[config.mk]
export PLATFORM = sky130hd
export DESIGN_NAME = filter_addr_sequencer
export DESIGN_NICKNAME = d
export VERILOG_FILES = /design/src/rtl/filter_pkg.sv /design/src/rtl/filter_addr_sequencer_tap_counter.sv /design/src/rtl/filter_addr_sequencer.sv
export SDC_FILE = /design/constraint.sdc
export NUM_CORES = 1
export LEC_CHECK = 0
export ABC_CLOCK_PERIOD_IN_PS = 3700
export BUFFER_PORTS_ARGS = -buffer_cell sky130_fd_sc_hd__buf_4
export CAP_MARGIN = 20
export CORE_MARGIN = 5
export CORE_UTILIZATION = 56
export CTS_CLUSTER_SIZE = 40
export DETAILED_ROUTE_END_ITERATION = 10
export PLACE_DENSITY = 0.84
export SYNTH_ARGS = -nofsm -noshare
export SYNTH_HDL_FRONTEND = slang
export SYNTH_SLANG_ARGS = --single-unit
[constraint.sdc]
create_clock -name clk -period 3.7 [get_ports clk]
set_input_delay 0.37 -clock clk [delete_from_list [all_inputs] [get_ports clk]]
set_output_delay 0.37 -clock clk [all_outputs]
set_load 0.005 [all_outputs]
[src/rtl/filter_pkg.sv]
// Shared constants and state encoding for the layer-controller address sequencers.
package filter_pkg;
  localparam int TAPS        = 9;
  localparam int MAX_FILTERS = 16;
  localparam int ADDR_W      = 8;
  localparam int TAP_W       = 4;
  localparam int FIL_W       = 5;

  typedef enum logic [1:0] {
    ST_IDLE = 2'd0,
    ST_RUN  = 2'd1,
    ST_DONE = 2'd2
  } seq_state_e;
endpackage

[src/rtl/filter_addr_sequencer_tap_counter.sv]
// Modulo-TAPS tap counter; clear beats enable, wrap flags the terminal count being consumed.
// Count updates the cycle after en; wrap is combinational from en and the registered count.
module tap_counter
  import filter_pkg::*;
(
  input  logic             clk,
  input  logic             rst,
  input  logic             clr_n,
  input  logic             en,
  output logic [TAP_W-1:0] cnt,
  output logic             wrap
);

  logic [TAP_W-1:0] cnt_q, cnt_d;
  logic             at_end;

  always_comb begin
    at_end = (cnt_q == TAP_W'(TAPS - 1));
    cnt_d  = cnt_q;
    if (!clr_n) begin
      cnt_d = '0;
    end else if (en) begin
      cnt_d = at_end ? '0 : cnt_q + TAP_W'(1);
    end
  end

  always_ff @(posedge clk) begin
    if (!rst) begin
      cnt_q <= '0;
    end else begin
      cnt_q <= cnt_d;
    end
  end

  assign cnt  = cnt_q;
  assign wrap = en & at_end;

endmodule

[src/rtl/filter_addr_sequencer.sv]
// Walks filters x taps of the weight buffer, one address per valid/ready transfer.
// First address one cycle after start; all outputs are registered and hold while addr_ready is low.
module filter_addr_sequencer
  import filter_pkg::*;
(
  input  logic              clk,
  input  logic              rst,
  input  logic              start,
  input  logic              abort,
  input  logic [FIL_W-1:0]  cfg_filters,
  input  logic [ADDR_W-1:0] cfg_base,
  output logic [ADDR_W-1:0] addr_out,
  output logic [TAP_W-1:0]  tap_idx,
  output logic [FIL_W-1:0]  filter_idx,
  output logic              last_tap,
  output logic              addr_valid,
  input  logic              addr_ready,
  output logic              busy,
  output logic              done
);

  seq_state_e        state_q, state_d;
  logic [FIL_W-1:0]  filters_q, filters_d;
  logic [FIL_W-1:0]  filter_q, filter_d;
  logic [ADDR_W-1:0] addr_q, addr_d;
  logic [TAP_W-1:0]  tap;
  logic              xfer, tap_wrap, tap_clr_n;

  // abort suppresses the transfer so the final beat cannot sneak a done through
  assign xfer      = (state_q == ST_RUN) & addr_ready & ~abort;
  assign tap_clr_n = ~(abort & (state_q != ST_IDLE));

  tap_counter u_tap_counter (
    .clk   (clk),
    .rst   (rst),
    .clr_n (tap_clr_n),
    .en    (xfer),
    .cnt   (tap),
    .wrap  (tap_wrap)
  );

  always_comb begin
    state_d   = state_q;
    filters_d = filters_q;
    filter_d  = filter_q;
    addr_d    = addr_q;
    unique case (state_q)
      ST_IDLE: begin
        if (start && !abort) begin
          filters_d = cfg_filters;
          filter_d  = '0;
          if (cfg_filters == '0 || cfg_filters > FIL_W'(MAX_FILTERS)) begin
            state_d = ST_DONE;
          end else begin
            state_d = ST_RUN;
            addr_d  = cfg_base;
          end
        end
      end
      ST_RUN: begin
        if (abort) begin
          state_d  = ST_IDLE;
          filter_d = '0;
          addr_d   = '0;
        end else if (xfer) begin
          if (tap_wrap && filter_q == filters_q - FIL_W'(1)) begin
            state_d  = ST_DONE;
            filter_d = '0;
            addr_d   = '0;
          end else begin
            // address stays contiguous across filters, so a plain increment suffices
            addr_d = addr_q + ADDR_W'(1);
            if (tap_wrap) begin
              filter_d = filter_q + FIL_W'(1);
            end
          end
        end
      end
      ST_DONE: state_d = ST_IDLE;
      default: state_d = ST_IDLE;
    endcase
  end

  always_ff @(posedge clk) begin
    if (!rst) begin
      state_q   <= ST_IDLE;
      filters_q <= '0;
      filter_q  <= '0;
      addr_q    <= '0;
    end else begin
      state_q   <= state_d;
      filters_q <= filters_d;
      filter_q  <= filter_d;
      addr_q    <= addr_d;
    end
  end

  assign addr_out   = addr_q;
  assign tap_idx    = tap;
  assign filter_idx = filter_q;
  assign addr_valid = (state_q == ST_RUN);
  assign last_tap   = addr_valid & (tap == TAP_W'(TAPS - 1));
  assign busy       = (state_q != ST_IDLE);
  assign done       = (state_q == ST_DONE);

endmodule

==> impl_metrics.yaml <==
clock_tree:
  cts_setup_buffers: 0
  holdBufCountCts: 0
  clock-sinks: 24
  h-tree-depth: 1
  cts_made_buffers: 3
  insertion_delay_ps: 320
  post_cts_resized: 0
  clkSlewWorstSetupHoldPaths_ps: 140
  ctsLongestPathBuffers: 2
  cts_root_buf: "clkbuf_4"
  cts_tree: "done"
global_routing:
  first_global_vias: 1451
  grt_use_total_pct: 22.17
  grt_pass1_wl_mm: 6.361
  antenna_found_initial: 0
  grt_max_degree: 14
  grt_overflow: 0
timing:
  clock_skew_ps: 7.662
  slew_violations: 0
  worst_pin_slew_ps: 714.7
  setup_tns_ps: 0
  slew_headroom_pct: 52.26
  fmax_ghz: 0.5014
  grt_setup_unrepaired: "no"
  period_share_pct: 53.90
  final_hold_viol_count: 0
  report.final.setup_viol: 0
  period_minus_slack_ps: 1994
power:
  finalPower_mw: 0.5700
  power.leakage_nw: 0.8236
  p_per_area_nw_per_um2: 310.5
  peakVddDrop_uv: 248.1
route:
  via_per_inst: 5.880
  wl_mm: 3.795
  vias: 1464
  drt_iter0_markers: 144
  dr.pass1.iters: 4
  drc_errors: 0
  drt-wirelength-per-cell_um: 15.24
  drtAntennaViolNets: 0
floorplanning:
  boundaryPins: 39
  rows: 18
  core_sq_um: 2522
  dieWidth_um: 62.02
  initial_core_util_pct: 60.07
  die_h_um: 62.02
  die-area_sq_um: 3846
worst_setup_path:
  worstSetupPathType: "flop to flop"
  start_kind: "flop"
  arrival_ps: 2280
  cpMaxStageDelayCell: "or3b_4"
  endpoint_kind: "flop"
  worst_path_largest_cell_delay_ps: 460
  crit_family: "compound AO/OA/AOI/OAI gates"
  path_cells: "or3b_4 > a21oi_4 > o21a_1 > nand2_4 > o31ai_4 > a22o_1"
  critical_path_peak_fanout: 10
  worstPathRequired_ps: 3980
  crit_buf_inv: 0
synthesis:
  ys_top_cells_by_count: "24 x dfxtp_1, 23 x nand2_1, 15 x nor2_1, 9 x a21oi_1, 9 x nand3_1"
  yosys.area_share.adder_pct: 4.129
  synth_top_family_by_area: "simple AND/OR/NAND/NOR gates"
  synth_xor_area_share_pct: 5.202
  yosys.area.top_type: "dfxtp_1"
  synthArstFlopShare_pct: 0
  synth_edf_count: 0
  yosysUniqueCellTypes: 47
  synthSimpleGateAreaFrac_pct: 26.67
  netlist_instances: 183
  synthMuxAreaShare_pct: 3.964
  synth_flop_cell: "dfxtp_1"
  synth_compound_area_share_pct: 23.53
  synthTopCellsByArea: "dfxtp_1 32%, nand2_1 5.7%, ha_1 4.1%"
  ys_seq_area_share_pct: 31.71
  synth.most_common_cell: "dfxtp_1"
  syn_area_per_cell_sq_um: 8.280
  synth_top_cell_area_share_pct: 31.71
  yosysWarnings: 0
  ys_ff_latch: 24
  syn_area_sq_um: 1515
  synth_fp_nets: 206
place:
  gp_congestion: 0.8340
  place.port_buffers: 38
  dp_hpwl_mm: 2.915
  placed_cells: 245
cells_and_area:
  drive_gt1_share_pct: 25.11
  area_growth_syn_to_layout_pct: 21.14
  n_antenna_cell: 0
  nNetsFinal: 243
  nFillCells: 213
  stdcell_count: 249
hold_path:
  hold_class: "input port to flop"
job:
  drv_cap: 0
outcome:
  status: "complete, no violations"
[through the flow]
stage | instance area [sq um] | worst slack (ps) | hold slack [ps] | utilization (%)
6_report | 1836 | 1706 | 295.1 | 72.77
3_3_place_gp | 1799 | 1766 | 506.7 | 71.33
4_1_cts | 1836 | 1733 | 290.7 | 72.77
2_1_floorplan | 1515 | 1939 | 480.5 | -
3_5_place_dp | 1799 | 1699 | 532.9 | 71.33
5_1_grt | 1836 | 1567 | 313.8 | 72.77
[flip-flops by register name (all words and copies together) (netlist names)]
register,count
filter_idx,5
filters_q,5
u_tap_counter.cnt,4
state_q,2
addr_out,8
[power by group]
group          switching [mW]  internal (mW)
Clock                  0.0826         0.0602
Sequential             0.0186          0.271
Combinational          0.0708         0.0665
Total                   0.172          0.398
[final timing paths]
path                        end  cells past startpoint           start  slack, ps
setup / recovery    addr_out[5]                      6      state_q[0]       1710
hold / removal     filters_q[0]                      3  cfg_filters[0]        300
setup reg to reg    addr_out[5]                      6      state_q[0]       1710
hold reg to reg   filter_idx[4]                      2   filter_idx[4]        550
[area by class of cell]
| type | count | area (sq um) | share of cell area (%) |
|---|---|---|---|
| clock buffers | 4 | 36.28 | 1.977 |
| well taps | 30 | 37.54 | 2.045 |
| multi-input cells | 144 | 962.2 | 52.42 |
| inverters | 9 | 33.78 | 1.840 |
| flip-flops and latches | 24 | 480.5 | 26.18 |
| repair buffers | 38 | 285.3 | 15.54 |
[placed cells by master (no fill, tap or decap), types with 6 or more instances in the layout]
cell / n
nand2b_1: 7
o21ai_1: 7
nor2_1: 15
nand3_1: 9
inv_1: 8
nand2_1: 23
buf_4: 38
dfxtp_1: 24
mux2i_1: 6
a21oi_1: 9
[worst reg2reg max path: stages, from the launching register on]
cell and delay [ps]:
dfxtp_1 420, or3b_4 460, a21oi_4 200, o21a_1 410
nand2_4 110, o31ai_4 200, a22o_1 160
[logic make-up (layout without fill, tap and decap cells)]
kind of cell,Yosys count,count (layout)
AOI/OAI and AO/OA,47,47
adders and majority gates,5,5
muxes,6,6
buffers and inverters,15,51
and+or+nand+nor,77,77
xor gates and xnor gates,9,9
DFF,24,24
[per-layer routing]
metal / routed length [um] / share of wire (%) / global-route usage (%) / vias to the layer above
met5: 0 / 0 / 0 / -
met4: 99 / 2.6 / 9.697 / 0
met3: 268 / 7.1 / 2.893 / 11
met2: 1869 / 49 / 36.83 / 56
met1: 1558 / 41 / 28.55 / 681
li1: - / - / - / 716
No activity file was read; power rests on OpenSTA's default activity.
